===== src/rtl/sd_spi_byte_master_pkg.sv =====
// Shared constants for the SD-card SPI byte engine: FSM encodings, idle levels and
// default divider values also used by the SD controller for its timeouts.
package sd_spi_byte_master_pkg;

   localparam logic [2:0] StIdle     = 3'd0;
   localparam logic [2:0] StLow      = 3'd1;
   localparam logic [2:0] StHigh     = 3'd2;
   localparam logic [2:0] StInitLow  = 3'd3;
   localparam logic [2:0] StInitHigh = 3'd4;

   localparam int unsigned SdInitClocks  = 80;
   localparam logic        SpiIdleMosi   = 1'b1;
   localparam int unsigned DefClkDivSlow = 125;
   localparam int unsigned DefClkDivFast = 2;

   function automatic int unsigned max_u(input int unsigned a, input int unsigned b);
      return (a > b) ? a : b;
   endfunction

endpackage


===== src/rtl/sd_spi_clk_div.sv =====
// Loadable half-period tick generator: counts 0..div-1 while enabled and pulses tick
// on the last count, wrapping back to 0.
module sd_spi_clk_div #(
   parameter int unsigned CntW = 8
) (
   input  logic            clk,
   input  logic            reset,
   input  logic            load_i,
   input  logic [CntW-1:0] div_i,
   input  logic            en_i,
   output logic            tick_o
);

   logic [CntW-1:0] div_q, div_d;
   logic [CntW-1:0] cnt_q, cnt_d;
   logic            last;

   assign last   = (cnt_q == div_q - CntW'(1));
   assign tick_o = en_i && last;

   always_comb begin
      div_d = div_q;
      cnt_d = cnt_q;
      if (load_i) begin
         div_d = div_i;
         cnt_d = '0;
      end else if (en_i) begin
         cnt_d = last ? '0 : cnt_q + CntW'(1);
      end
   end

   always_ff @(posedge clk or posedge reset) begin
      if (reset) begin
         div_q <= '0;
         cnt_q <= '0;
      end else begin
         div_q <= div_d;
         cnt_q <= cnt_d;
      end
   end

endmodule


===== src/rtl/sd_spi_byte_master.sv =====
// SPI mode-0 byte engine for the SD card: shifts a byte MSB-first while sampling miso,
// and generates the power-up dummy clocks with cs_n held high.
module sd_spi_byte_master
   import sd_spi_byte_master_pkg::*;
#(
   parameter int unsigned CLK_DIV_SLOW = DefClkDivSlow,
   parameter int unsigned CLK_DIV_FAST = DefClkDivFast,
   parameter int unsigned INIT_CLOCKS  = SdInitClocks
) (
   input  logic       clk,
   input  logic       reset,
   input  logic       start,
   input  logic [7:0] tx_byte,
   input  logic       fast_mode,
   input  logic       cs_assert,
   input  logic       init_clk_req,
   output logic [7:0] rx_byte,
   output logic       done,
   output logic       busy,
   output logic       sclk,
   output logic       mosi,
   input  logic       miso,
   output logic       cs_n
);

   localparam int unsigned DivW  = $clog2(max_u(CLK_DIV_SLOW, CLK_DIV_FAST) + 1);
   localparam int unsigned EdgeW = $clog2(INIT_CLOCKS + 1);

   logic [2:0]       state_q, state_d;
   logic             sclk_q, sclk_d;
   logic             mosi_q, mosi_d;
   logic             cs_n_q, cs_n_d;
   logic             done_q, done_d;
   logic [7:0]       rx_byte_q, rx_byte_d;
   logic [7:0]       rx_sr_q, rx_sr_d;
   logic [6:0]       tx_sr_q, tx_sr_d;
   logic [2:0]       bit_cnt_q, bit_cnt_d;
   logic [EdgeW-1:0] edge_cnt_q, edge_cnt_d;
   logic             div_load;
   logic [DivW-1:0]  div_val;
   logic             tick;

   assign busy    = (state_q != StIdle);
   assign sclk    = sclk_q;
   assign mosi    = mosi_q;
   assign cs_n    = cs_n_q;
   assign done    = done_q;
   assign rx_byte = rx_byte_q;

   sd_spi_clk_div #(
      .CntW (DivW)
   ) u_clk_div (
      .clk    (clk),
      .reset  (reset),
      .load_i (div_load),
      .div_i  (div_val),
      .en_i   (busy),
      .tick_o (tick)
   );

   always_comb begin
      state_d    = state_q;
      sclk_d     = sclk_q;
      mosi_d     = mosi_q;
      cs_n_d     = cs_n_q;
      done_d     = 1'b0;
      rx_byte_d  = rx_byte_q;
      rx_sr_d    = rx_sr_q;
      tx_sr_d    = tx_sr_q;
      bit_cnt_d  = bit_cnt_q;
      edge_cnt_d = edge_cnt_q;
      div_load   = 1'b0;
      div_val    = DivW'(CLK_DIV_SLOW);
      case (state_q)
         StIdle: begin
            cs_n_d = ~cs_assert;
            if (start) begin
               div_load  = 1'b1;
               div_val   = fast_mode ? DivW'(CLK_DIV_FAST) : DivW'(CLK_DIV_SLOW);
               tx_sr_d   = tx_byte[6:0];
               mosi_d    = tx_byte[7];
               bit_cnt_d = 3'd0;
               state_d   = StLow;
            end else if (init_clk_req) begin
               div_load   = 1'b1;
               edge_cnt_d = '0;
               mosi_d     = SpiIdleMosi;
               cs_n_d     = 1'b1;
               state_d    = StInitLow;
            end
         end
         StLow: begin
            if (tick) begin
               sclk_d  = 1'b1;
               rx_sr_d = {rx_sr_q[6:0], miso};
               state_d = StHigh;
            end
         end
         StHigh: begin
            if (tick) begin
               sclk_d = 1'b0;
               if (bit_cnt_q == 3'd7) begin
                  rx_byte_d = rx_sr_q;
                  done_d    = 1'b1;
                  mosi_d    = SpiIdleMosi;
                  state_d   = StIdle;
               end else begin
                  bit_cnt_d = bit_cnt_q + 3'd1;
                  mosi_d    = tx_sr_q[6];
                  tx_sr_d   = {tx_sr_q[5:0], 1'b0};
                  state_d   = StLow;
               end
            end
         end
         StInitLow: begin
            cs_n_d = 1'b1;
            if (tick) begin
               sclk_d  = 1'b1;
               state_d = StInitHigh;
            end
         end
         StInitHigh: begin
            cs_n_d = 1'b1;
            if (tick) begin
               sclk_d = 1'b0;
               if (edge_cnt_q == EdgeW'(INIT_CLOCKS - 1)) begin
                  done_d  = 1'b1;
                  state_d = StIdle;
               end else begin
                  edge_cnt_d = edge_cnt_q + EdgeW'(1);
                  state_d    = StInitLow;
               end
            end
         end
         default: state_d = StIdle;
      endcase
   end

   always_ff @(posedge clk or posedge reset) begin
      if (reset) begin
         state_q    <= StIdle;
         sclk_q     <= 1'b0;
         mosi_q     <= SpiIdleMosi;
         cs_n_q     <= 1'b1;
         done_q     <= 1'b0;
         rx_byte_q  <= 8'h00;
         rx_sr_q    <= 8'h00;
         tx_sr_q    <= 7'h00;
         bit_cnt_q  <= 3'd0;
         edge_cnt_q <= '0;
      end else begin
         state_q    <= state_d;
         sclk_q     <= sclk_d;
         mosi_q     <= mosi_d;
         cs_n_q     <= cs_n_d;
         done_q     <= done_d;
         rx_byte_q  <= rx_byte_d;
         rx_sr_q    <= rx_sr_d;
         tx_sr_q    <= tx_sr_d;
         bit_cnt_q  <= bit_cnt_d;
         edge_cnt_q <= edge_cnt_d;
      end
   end

endmodule


===== config.mk =====
export PLATFORM = sky130hd
export DESIGN_NAME = sd_spi_byte_master
export DESIGN_NICKNAME = d
export VERILOG_FILES = /design/src/rtl/sd_spi_byte_master_pkg.sv /design/src/rtl/sd_spi_clk_div.sv /design/src/rtl/sd_spi_byte_master.sv
export SDC_FILE = /design/constraint.sdc
export NUM_CORES = 1
export LEC_CHECK = 0
export ABC_AREA = 1
export CAP_MARGIN = 20
export CORE_MARGIN = 4
export CORE_UTILIZATION = 60
export CTS_BUF_LIST = sky130_fd_sc_hd__clkbuf_8
export DETAILED_ROUTE_END_ITERATION = 6
export GPL_TIMING_DRIVEN = 0
export PLACE_DENSITY_LB_ADDON = 0.15
export SYNTH_ARGS = -nofsm -noshare
export SYNTH_HDL_FRONTEND = slang
export SYNTH_HIERARCHICAL = 1
export SYNTH_SLANG_ARGS = --single-unit

===== constraint.sdc =====
create_clock -name clk -period 5.67 [get_ports clk]
set_input_delay 0.567 -clock clk [delete_from_list [all_inputs] [get_ports clk]]
set_output_delay 0.567 -clock clk [all_outputs]
set_load 0.02 [all_outputs]

=== Word level (Yosys, flattened, before mapping) ===
Index checks and enable logic that the tools add are counted.

* Memories kept: 0
* Bits in read-only memories: 0
* Bits in writable memories: 0
* Bits in latches: 0
* Logic and storage cells: 101
* Bits in registers: 54

* Bitwise operators: 1
* Add/sub/neg operators: 4
* Magnitude comparators: 0
* Mux-type cells: 47
* Multipliers: 0
* Reductions and logical operators: 18
* Div/mod/pow operators: 0
* Shift operators: 0
* Equal/unequal tests: 19

{| class="wikitable"
|+ Operators with widths
! operator !! number
|-
| 7-bit two-way mux || 13
|-
| 7-bit one-hot mux with 2 select lines || 2
|-
| 3-bit two-way mux || 9
|-
| 2-bit != test, second input constant || 9
|-
| 1-bit two-way mux || 16
|-
| 3-bit one-hot mux with 5 select lines || 1
|-
| 7-bit by 1-bit adder with 7-bit output, second input constant || 2
|-
| 5-bit AND reduction || 2
|-
| 2-bit nonzero test || 5
|-
| 3-bit AND reduction || 3
|-
| 1-bit one-hot mux with 2 select lines || 4
|-
| 7-bit equality test || 1
|-
| 7-bit equality test, second input constant || 1
|-
| 7-bit by 1-bit subtractor with 7-bit output, second input constant || 1
|-
| 3-bit by 2-bit equality test with 1-bit output, second input constant || 2
|-
| 3-bit equality test, second input constant || 2
|-
| 3-bit one-hot mux with 2 select lines || 1
|-
| 2-bit OR reduction || 3
|-
| 2-bit by 1-bit != test with 1-bit output, second input constant || 2
|-
| 4-bit AND reduction || 1
|-
| 3-bit by 1-bit adder with 3-bit output, second input constant || 1
|-
| 3-bit by 1-bit equality test with 1-bit output, second input constant || 1
|-
| 3-bit zero test || 1
|-
| 3-bit != test, second input constant || 1
|-
| other kinds (5) || 5
|}

=== Longest topological paths before layout ===
Gate-level depths: netlist of run 1.

* Depth after elaboration: 5
* Gate-level depth with buffers: 17
* Mapped depth without buffers: 17

=== Hierarchy ===
The synthesis of run 1 kept the hierarchy.

{| class="wikitable"
|+ Modules (own cells, without submodules)
! module !! cells an instance !! area an instance (µm²) !! times used !! seq. area each (µm²)
|-
| sd_spi_byte_master || 261 || 2005.7 || 1 || 1003.5
|-
| sd_spi_clk_div || 133 || 905.9 || 1 || 350.3
|}

=== Least setup slack after synthesis of run 1 ===
No wires, ideal clock.

* Path kind: register to register
* Start point: reg u_clk_div.div_q[0]
* End point: reg bit_cnt_q[0]
* Setup time: 0.117 ns
* Clock period less this slack: 2.297 ns
* Arrival time: 2.180 ns
* Data required time: 5.553 ns
* Cell stages (with the launch flop): 17
* Path slack: 3.373 ns
* Cell sequence: dfrtp_1 > inv_2 > ha_1 > inv_1 > nand2_1 > nand2_1 > nand2_1 > nor2_1 > nand3_1 > nor2_2 > nand2_4 > nor2_1 > o21ai_0 > nor2_2 > o21ai_2 > nand2_1 > nand2_1

* Word-level cells in the longest chain between the ends: 5

{| class="wikitable"
|+ Ends and longest elaborated chain
! item !! RTL line !! text
|-
| start: declaration || sd_spi_clk_div.sv:14 || <nowiki>logic [CntW-1:0] div_q, div_d;</nowiki>
|-
| start signal: assignment || sd_spi_clk_div.sv:37 || <nowiki>div_q <= div_d;</nowiki>
|-
| 7-bit by 1-bit subtractor with 7-bit output || sd_spi_clk_div.sv:18 || <nowiki>assign last = (cnt_q == div_q - CntW'(1));</nowiki>
|-
| 7-bit equality test || sd_spi_clk_div.sv:18 ||
|-
| 1-bit logical AND || sd_spi_clk_div.sv:19 || <nowiki>assign tick_o = en_i && last;</nowiki>
|-
| net tick || sd_spi_byte_master.sv:41 || <nowiki>logic tick;</nowiki>
|-
| 2-bit != test (no line) || - ||
|-
| 4-bit AND reduction (no line) || - ||
|-
| end signal: assignment || sd_spi_byte_master.sv:160 || <nowiki>bit_cnt_q <= bit_cnt_d;</nowiki>
|-
| end: declaration || sd_spi_byte_master.sv:37 || <nowiki>logic [2:0] bit_cnt_q, bit_cnt_d;</nowiki>
|}

The timed path passes the listed nets, and every way through them passes these cells.
A chain may end at the register's enable or synchronous reset.

=== Final worst setup path of run 1 ===
* Start point: reg u_clk_div.div_q[0]
* End point: reg tx_sr_q[0]

* Word-level cells in the longest chain between the ends: 5

{| class="wikitable"
|+ Ends and longest elaborated chain
! item !! RTL line !! text
|-
| 7-bit by 1-bit subtractor with 7-bit output || sd_spi_clk_div.sv:18 ||
|-
| 7-bit equality test || sd_spi_clk_div.sv:18 ||
|-
| 1-bit logical AND || sd_spi_clk_div.sv:19 ||
|-
| net tick || sd_spi_byte_master.sv:41 ||
|-
| 2-bit != test (no line) || - ||
|-
| 4-bit AND reduction (no line) || - ||
|-
| end signal: assignment || sd_spi_byte_master.sv:159 || <nowiki>tx_sr_q <= tx_sr_d;</nowiki>
|-
| end: declaration || sd_spi_byte_master.sv:36 || <nowiki>logic [6:0] tx_sr_q, tx_sr_d;</nowiki>
|}

The timed path passes the listed nets, and every way through them passes these cells.

==> results.toml, run 1 <==
[run_status]
status = "completed"

[clock_network]
cts_buffer_depth = 2
cts_setup_buffers = 0
root_buffer = "clkbuf_8"
cts.sinks = 54
path_clk_slew_ns = 0.10
clkLatencyLatePin_ns = 0.30
cts_buffers = 5
htreeDepth = 2
cts_resized = 0
cts_tree = "yes"
ctsHoldBuffers = 0

[power_and_ir_drop]
ir_drop_mv = 0.2170
leakagePower_nw = 1.718
power_density_nw_per_um2 = 414.3

[yosys]
ys_seq_area_share_pct = 46.50
netlist.area_leader.share_pct = 44.69
ys_seq_elements = 54
yosysTopAreaCell = "dfrtp_1"
syn_inst = 394
synth.distinct_cells = 30
syn_area_per_cell_sq_um = 7.390
yosysWarnings = 6
async_flop_share_pct = 100.0
synth_ff_type = "dfrtp_1"
synth_edf_count = 0
synth_nets = 414
syn_area_sq_um = 2912
synth_area_leaders = "dfrtp_1 (45%), nand2_1 (20%), inv_1 (5.4%)"

[layout]
fillCellCount = 403
area_growth_pct = 15.26
num_antenna_cells = 0
multi_input_area_sq_um = 1343
seq_area_sq_um = 1354
drive_gt1_share_pct = 8.392
stdcell_count = 496
post-route-util_pct = 71.05
nets = 448

[timing]
period_share_pct = 48.36
slew_headroom_pct = 45.53
tightest_slew_ns = 0.8159
min_period_ns = 2.742
setup_viol_count_final = 0
setup_tns_ns = 0
slew_viol_final = 0
rsz0062_at_grt = "false"
hold_violations = 0
finalClockSkew_ns = 0.006581
max_freq_mhz = 364.7

[global_routing]
grt_usage_pct = 22.46
met3_usage_pct = 3.596
use_met2_pct = 39.21
met1_usage_pct = 28.13
grt.busiest_layer = "met2"
grt_max_degree = 41
grt-ovfl-total = 0
grt_pass1_wl_um = 11000
antenna_found_initial = 0
grt_pass1_vias = 2523

[drt]
vias = 2508
dr.pass1.iters = 4
wirelength_um = 5965
wire_per_inst_um = 12.03
drc = 0
drt-initial-drc-count = 169
via_per_inst = 5.056
ant_nets = 0

[floorplan]
core_area_sq_um = 4723
die_h_um = 77.66
io-pin-count = 28
dieArea_sq_um = 6031
initial_core_util_pct = 61.64
rows = 25
die_x_um = 77.66

[setup_path]
path_class = "register to register"
path_cells = "inv_2 -> ha_1 -> inv_1 -> nand2_1 -> nand2_1 -> nand2_1 -> nor2_1 -> nand3_1 -> nor2_2 -> nand2_4 -> nor2_1 -> o21ai_0 -> inv_1 -> nand2_1 -> nor2_2 -> o21ai_0"
cp_slowest_cell = "nor2_1"
critPathLaunchType = "register"
endpoint_kind = "register"
critPathMaxFanout = 8
slowest_delay_ns = 0.38
cp.arrival_ns = 2.92
cp_common_cell = "nand2_1"
cp.required_ns = 5.85

[placement]
gp_congestion = 0.8709
hpwl_um = 4350
dp_cells = 488
port_buffers = 27

[flow_run]
drv_cap = 0

[hold_path]
hold_path.class = "register to register"
==> flip-flops by register name, indices dropped and copies added, names as in the netlist, 3 cells and up <==
register and count:
rx_byte 8, rx_sr_q 8, edge_cnt_q 7, tx_sr_q 7, u_clk_div/cnt_q 7, u_clk_div/div_q 7, bit_cnt_q 3, state_q 3
==> Yosys cell counts (2+ instances only) <==
cell       n
nand2_2    3
inv_1     42
a21oi_1    6
inv_2      6
nor2_1    27
ha_1       5
dfrtp_1   52
nand4_1    3
nand3_2    2
nor3b_1    2
nand3_1   30
xor2_1     3
dfstp_2    2
buf_6      2
o21ai_0   27
o21ai_1    2
nor2_2     6
or2_1      2
nand2_1  157
o21ai_2    2
xnor2_1    4
==> where the power goes <==
part | leakage [nW] | internal (mW) | switching (mW) | total, mW
registers | 0.707 | 0.484 | 0.0742 | 0.558
logic | 0.968 | 0.219 | 0.400 | 0.619
clock network | 0.0441 | 0.0870 | 0.126 | 0.213
total | 1.72 | 0.790 | 0.601 | 1.39
==> final timing paths <==
path | startpoint | cells past startpoint | to | slack (ns)
worst max-delay path | u_clk_div/div_q[0]$_DFFE_PP0P_ | 16 | tx_sr_q[0]$_DFFE_PP0P_ | 2.93
worst min-delay path | tx_sr_q[2]$_DFFE_PP0P_ | 2 | tx_sr_q[2]$_DFFE_PP0P_ | 0.48
worst max register to register | u_clk_div/div_q[0]$_DFFE_PP0P_ | 16 | tx_sr_q[0]$_DFFE_PP0P_ | 2.93
worst min register to register | tx_sr_q[2]$_DFFE_PP0P_ | 2 | tx_sr_q[2]$_DFFE_PP0P_ | 0.48
max in group asynchronous | reset | 2 | tx_sr_q[6]$_DFFE_PP0P_ | 4.37
min in group asynchronous | reset | 2 | u_clk_div/cnt_q[6]$_DFFE_PP0P_ | 0.68
==> layer usage <==
layer	vias up	wire, um
met5	-	0
met4	0	76
met1	1178	2625
met3	7	164
li1	1292	-
met2	31	3098
==> worst max-delay path: cells and delay by family, from the launching register on <==
family                     cells  cell delay, ns
AOI/OAI and AO/OA              2            0.38
and+or+nand+nor               10            1.30
adders and majority gates      1            0.31
buffers and inverters          3            0.24
DFF                            1            0.37
==> through the flow <==
stage / power, mW / cell area (sq um) / hold WS [ns] / setup WS (ns)
6_report: 1.390 / 3356 / 0.4801 / 2.928
5_1_grt: 1.535 / 3356 / 0.5092 / 2.625
4_1_cts: 1.401 / 3356 / 0.4844 / 2.913
3_5_place_dp: 1.182 / 3266 / 0.4591 / 2.925
3_3_place_gp: 1.154 / 3266 / 0.4538 / 3.040
2_1_floorplan: 1.022 / 2912 / 0.4422 / 3.373
==> cells in the final DEF (no fill, tap or decap), drive strengths merged <==
cell type	synthesis	routed
clkdlybuf4s50	0	27
a21oi	6	6
clkinvlp	0	1
clkinv	0	2
dfrtp	52	52
xor2	3	3
nor2	33	33
dfstp	2	2
nand2	161	161
o21a	1	1
o21ai	31	31
nand3	33	33
nor3b	2	2
nand3b	1	1
ha	5	5
xnor2	4	4
buf	4	4
inv	48	48
or2	2	2
mux2	1	1
o211ai	1	1
nand4	3	3
clkbuf	1	6
==> cell type report <==
type	instances	area share, %
buffer	5	1.044
clock buffer	5	2.051
clock inverter	3	0.6339
inverter	48	5.369
multi-input combinational	287	40.01
sequential	54	40.34
tap	67	2.498
timing repair buffer	27	8.054
==> logic make-up after synthesis <==
kind of cell | after synthesis | share of synthesized area (%)
flops | 54 | 46.50
mux | 1 | 0.3867
simple gates | 235 | 34.34
fa+ha+maj | 5 | 2.149
xor+xnor | 7 | 2.106
compound gates | 39 | 7.134
buf+inv | 53 | 7.391
Note: power is estimated with default switching activity, not from simulation.
==> inputs of run 2 (changes only) <==
--- a/config.mk
+++ b/config.mk
@@ -8,7 +8,7 @@
 export ABC_AREA = 1
 export CAP_MARGIN = 20
 export CORE_MARGIN = 4
-export CORE_UTILIZATION = 60
+export CORE_UTILIZATION = 59
 export CTS_BUF_LIST = sky130_fd_sc_hd__clkbuf_8
 export DETAILED_ROUTE_END_ITERATION = 6
 export GPL_TIMING_DRIVEN = 0
==> constraint.sdc (replaced) <==
create_clock -name clk -period 2.7 [get_ports clk]
set_input_delay 0.27 -clock clk [delete_from_list [all_inputs] [get_ports clk]]
set_output_delay 0.27 -clock clk [all_outputs]
set_load 0.02 [all_outputs]
==> results.toml, run 2 (synthesis gave the netlist of run 1 again) <==
[floorplan]
io-pin-count = 28
die_x_um = 78.25
rows = 25
dieArea_sq_um = 6123
die_h_um = 78.25
initial_core_util_pct = 61.24
core_area_sq_um = 4755

[clock_network]
ctsHoldBuffers = 0
cts_resized = 0
htreeDepth = 2
cts_setup_buffers = 0
clkLatencyLatePin_ns = 0.32
cts_buffers = 5
cts.sinks = 54
cts_tree = "yes"
path_clk_slew_ns = 0.10
cts_buffer_depth = 2
root_buffer = "clkbuf_8"

[global_routing]
grt_usage_pct = 20.75
grt-ovfl-total = 0
grt_pass1_vias = 2367
antenna_found_initial = 0
grt_pass1_wl_um = 10140
grt_max_degree = 41

[power_and_ir_drop]
p_sw_mw = 1.266
p_int_mw = 1.663
seq_power_share_pct = 39.8
total_power_mw = 2.928
combPwrFrac_pct = 43.9
clkPwrFrac_pct = 16.2
leakagePower_nw = 1.719
power_density_nw_per_um2 = 869.8
ir_drop_mv = 0.5550
swShare_pct = 43.22

[setup_path]
critPathMaxFanout = 9
path_cells = "inv_2 -> ha_1 -> inv_1 -> nand2_1 -> nand2_1 -> nand2_1 -> nor2_1 -> nand3_1 -> nor2_2 -> nand2_4 -> nor2_4 -> o21ai_0 -> nor2_2 -> o21ai_2 -> nand2_1 -> nand2_1"
endpoint_kind = "register"
cp_slowest_cell = "dfrtp_1"
critPathLaunchType = "register"
slowest_delay_ns = 0.37
path_class = "register to register"
cp.arrival_ns = 2.60
cp.required_ns = 2.92
cp_common_cell = "nand2_1"

[layout]
final_cell_mix = "nand2_1 (157), dfrtp_1 (52), inv_1 (41), nand3_1 (30)"
drive_gt1_share_pct = 8.625
area_growth_pct = 15.64
nets = 448
post-route-util_pct = 70.82
final_common_cell = "nand2_1"
num_antenna_cells = 0
stdcell_count = 496

[drt]
ant_nets = 0
vias = 2470
via_per_inst = 4.980
drc = 0
wire_per_inst_um = 11.46
wirelength_um = 5683
dr.pass1.iters = 5
drt-initial-drc-count = 124

[placement]
port_buffers = 27
gp_congestion = 0.8168
dp_cells = 488
dpl_worst_slack_ns = 0.07112
hpwl_um = 4210

[timing]
slew_headroom_pct = 45.63
rsz0062_at_grt = "false"
hold_violations = 0
min_period_ns = 2.383
setup_viol_count_final = 0
finalClockSkew_ns = 0.01109
tightest_slew_ns = 0.8143
slew_viol_final = 0
period_share_pct = 88.25
setup_tns_ns = 0
setup_ws_ns = 0.3172
max_freq_mhz = 419.7

[flow_run]
drv_cap = 0

[run_status]
status = "completed"

[hold_path]
hold_path.class = "input port to asynchronous set/reset pin"
[run 2: changes by cell type in the layout (fill, tap and decap cells not counted)]
cell	delta
nor2_4	+1
nor2_1	-1
inv_6	+1
clkinv_2	-1
[run 2: through the flow]
stage,hold WS [ns],cell area [sq um]
after floorplan,0.1592,2912
after detailed placement,0.4590,3266
after global placement,0.4542,3266
after global routing,0.4006,3367
final,0.3375,3367
after CTS,0.3566,3359
[run 2: final cells by class]
cell class | instances | area (sq um)
timing repair buffer | 27 | 270.3
tap | 67 | 83.83
clock inverter | 3 | 25.02
multi-input combinational | 287 | 1350
fill | 409 | 1388
sequential | 54 | 1354
buffer | 5 | 35.03
clock buffer | 5 | 68.82
inverter | 48 | 180.2
[run 2: per-layer routing]
metal,vias up,track usage (%),share of wire [%]
met2,22,36.13,50
met1,1144,25.32,46
li1,1296,-,-
met3,8,4.128,2.4
met4,0,8.042,1.6
met5,-,0,0
[run 2: path summary, 6_finish.rpt]
check,to,cells after the start,slack (ns),from
min reg2reg,tx_sr_q[2]$_DFFE_PP0P_,2,0.48,tx_sr_q[2]$_DFFE_PP0P_
max,bit_cnt_q[2]$_DFFE_PP0P_,16,0.32,u_clk_div/div_q[0]$_DFFE_PP0P_
max in group asynchronous,edge_cnt_q[0]$_DFFE_PP0P_,2,1.75,reset
max reg2reg,bit_cnt_q[2]$_DFFE_PP0P_,16,0.32,u_clk_div/div_q[0]$_DFFE_PP0P_
min,u_clk_div/div_q[5]$_DFFE_PP0P_,2,0.34,reset
min in group clk,tx_sr_q[2]$_DFFE_PP0P_,2,0.48,tx_sr_q[2]$_DFFE_PP0P_
[run 2: power groups by stage]
stage	combinational, mW	clock, mW	sequential (mW)
2_1_floorplan	0.973	0	1.17
3_3_place_gp	1.25	0	1.18
3_5_place_dp	1.28	0	1.18
4_1_cts	1.29	0.486	1.17
5_1_grt	1.50	0.515	1.19
6_report	1.29	0.476	1.17
[run 2: critical path: cells and delay by family, from the launching register on]
family                   cells  cell delay (ns)
AO/OA/AOI/OAI                2             0.34
buffers and inverters        2             0.12
AND/OR/NAND/NOR             11             1.14
flip-flops                   1             0.37
adder cells (fa/ha/maj)      1             0.30
==> inputs of run 3 (changes only) <==
--- a/config.mk
+++ b/config.mk
@@ -5,9 +5,8 @@
 export SDC_FILE = /design/constraint.sdc
 export NUM_CORES = 1
 export LEC_CHECK = 0
-export ABC_AREA = 1
+export ABC_AREA = 0
 export CAP_MARGIN = 20
-export CORE_MARGIN = 4
 export CORE_UTILIZATION = 59
 export CTS_BUF_LIST = sky130_fd_sc_hd__clkbuf_8
 export DETAILED_ROUTE_END_ITERATION = 6
==> results.toml, run 3 <==
[yosys]
synth_area_leaders = "dfrtp_1 (46%), mux2_2 (9.2%), mux2i_1 (2.8%)"
syn_inst = 265
async_flop_share_pct = 100.0
syn_area_per_cell_sq_um = 10.65
syn_area_sq_um = 2821
yosysTopAreaCell = "dfrtp_1"
synth_nets = 285
ys_seq_area_share_pct = 47.98
yosys.cell_count.top_type = "dfrtp_1"
netlist_top_cells_count = "dfrtp_1 (52), mux2_2 (23), nor2_1 (18), inv_1 (14), o21ai_0 (14)"
synth_edf_count = 0
netlist.area_leader.share_pct = 46.12
ys_seq_elements = 54
synth.distinct_cells = 51
synth_ff_type = "dfrtp_1"
yosysWarnings = 6

[floorplan]
dieArea_sq_um = 5062
core_area_sq_um = 4474
rows = 24
initial_core_util_pct = 63.06
die_h_um = 71.15
die_x_um = 71.15
io-pin-count = 28

[placement]
hpwl_um = 3718
gp_congestion = 0.8117
port_buffers = 27
dp_cells = 344

[setup_path]
path_class = "register to register"
cp.depth = 10
cp.arrival_ns = 2.83
cp_top_family = "simple AND/OR/NAND/NOR gates"
critPathLaunchType = "register"
path_cells = "or3_4 -> xnor2_2 -> nand3_2 -> nor4_4 -> and2_4 -> buf_8 -> and4bb_4 -> o41ai_4 -> buf_12 -> a31o_2"
cp_slowest_cell = "dfrtp_1"
slowest_delay_ns = 0.43
cp.required_ns = 2.91
reg2reg_depth = 10
endpoint_kind = "register"
cp_num_buf_inv = 2
critPathMaxFanout = 10

[drt]
ant_nets = 0
drt-initial-drc-count = 199
via_per_inst = 6.019
dr.pass1.iters = 6
wirelength_um = 5717
drc = 1
vias = 2179
wire_per_inst_um = 15.79

[clock_network]
cts_tree = "yes"
cts_buffer_depth = 2
cts_buffers = 5
root_buffer = "clkbuf_8"
clkLatencyLatePin_ns = 0.31
htreeDepth = 2
ctsHoldBuffers = 0
cts.sinks = 54
path_clk_slew_ns = 0.10

[global_routing]
grt_pass1_wl_um = 9515
antenna_found_initial = 0
grt_usage_pct = 24.01
grt_max_degree = 41
grt-ovfl-total = 0
grt_pass1_vias = 2110

[layout]
num_antenna_cells = 0
drive_gt1_share_pct = 25.81
area_growth_pct = 22.88
nets = 329
stdcell_count = 362
final_cell_mix = "dfrtp_1 (50), clkdlybuf4s50_1 (27), mux2_2 (23), nor2_1 (18), o21ai_0 (14)"
final_common_cell = "dfrtp_1"
fillCellCount = 298

[power_and_ir_drop]
power_density_nw_per_um2 = 840.2
leakagePower_nw = 1.462
ir_drop_mv = 0.5916
total_power_mw = 2.913

[timing]
finalClockSkew_ns = 0.005915
slew_viol_final = 0
tightest_slew_ns = 0.8262
setup_viol_count_final = 0
hold_violations = 0
min_period_ns = 2.620
slew_headroom_pct = 44.84
max_freq_mhz = 381.6
period_share_pct = 97.04

[run_status]
status = "complete, but fails checks"
violations = "DRC"

[hold_path]
hold_path.class = "input port to asynchronous set/reset pin"

[flow_run]
drv_cap = 0
-- run 3: repair_timing --
item,in CTS,in global routing
pin swaps,4,8
buffers inserted,5,6
resized for setup,10,13
setup endpoints to repair,36,35
-- run 3: kinds of logic (layout without fill, tap and decap cells) --
| logic type | count (synthesis) | after routing | synth area share (%) |
|---|---|---|---|
| and+or+nand+nor | 85 | 85 | 17.61 |
| DFF | 54 | 54 | 47.98 |
| AOI/OAI and AO/OA | 52 | 52 | 12.37 |
| muxes | 31 | 31 | 12.02 |
| buffers and inverters | 27 | 72 | 4.390 |
| xor gates and xnor gates | 11 | 11 | 3.415 |
| adders and majority gates | 5 | 5 | 2.217 |
-- run 3: metal layers --
metal	track usage, %	vias to the layer above	wire, um
met1	33.05	1064	2588
met3	4.416	4	330
met2	39.58	72	2756
met4	6.000	0	41
met5	0	-	0
li1	-	1039	-
-- run 3: power breakdown --
part           internal [mW]  switching [mW]
Combinational          0.568           0.610
Sequential              1.04           0.237
Clock                  0.188           0.272
-- run 3: worst reg2reg max path, delay by kind of cell, from the launching register on --
family | cells | cell delay, ns
and+or+nand+nor | 5 | 1.30
DFF | 1 | 0.43
AOI/OAI and AO/OA | 2 | 0.34
buffers and inverters | 2 | 0.28
xor gates and xnor gates | 1 | 0.17
-- run 3: area by class of cell --
class	instances	area [sq um]	area share, %
multi-input cells	184	1426	41.14
flip-flops and latches	54	1356	39.12
repair buffers	38	390.4	11.26
plain buffers	12	82.58	2.382
clock buffers	5	68.82	1.985
well taps	52	65.06	1.877
inverters	14	52.55	1.516
clock inverters	3	25.02	0.7218
-- run 3: worst paths after layout --
path / from / endpoint / slack (ns)
min reg2reg: bit_cnt_q[0]$_DFFE_PP0P_ / bit_cnt_q[0]$_DFFE_PP0P_ / 0.50
max reg2reg: u_clk_div/div_q[0]$_DFFE_PP0P_ / edge_cnt_q[6]$_DFFE_PP0P_ / 0.08
max: u_clk_div/div_q[0]$_DFFE_PP0P_ / edge_cnt_q[6]$_DFFE_PP0P_ / 0.08
min: reset / u_clk_div/div_q[3]$_DFFE_PP0P_ / 0.35
min in group clk: bit_cnt_q[0]$_DFFE_PP0P_ / bit_cnt_q[0]$_DFFE_PP0P_ / 0.50
max in group asynchronous: reset / state_q[0]$_DFFE_PP0P_ / 1.66
-- run 3: through the flow --
| step | TNS [ns] | worst slack (ns) | instance area (sq um) | hold slack [ns] | utilization, % |
|---|---|---|---|---|---|
| after global placement | -9.885 | -0.3656 | 3166 | 0.4647 | 70.75 |
| final | 0 | 0.07979 | 3467 | 0.3519 | 77.49 |
| after floorplan | 0 | 0.03244 | 2830 | 0.1592 | - |
| after detailed placement | -10.70 | -0.4128 | 3166 | 0.4873 | 70.75 |
| after global routing | -0.02581 | -0.01651 | 3467 | 0.4274 | 77.49 |
| after CTS | -0.01637 | -0.01637 | 3377 | 0.3663 | 75.48 |
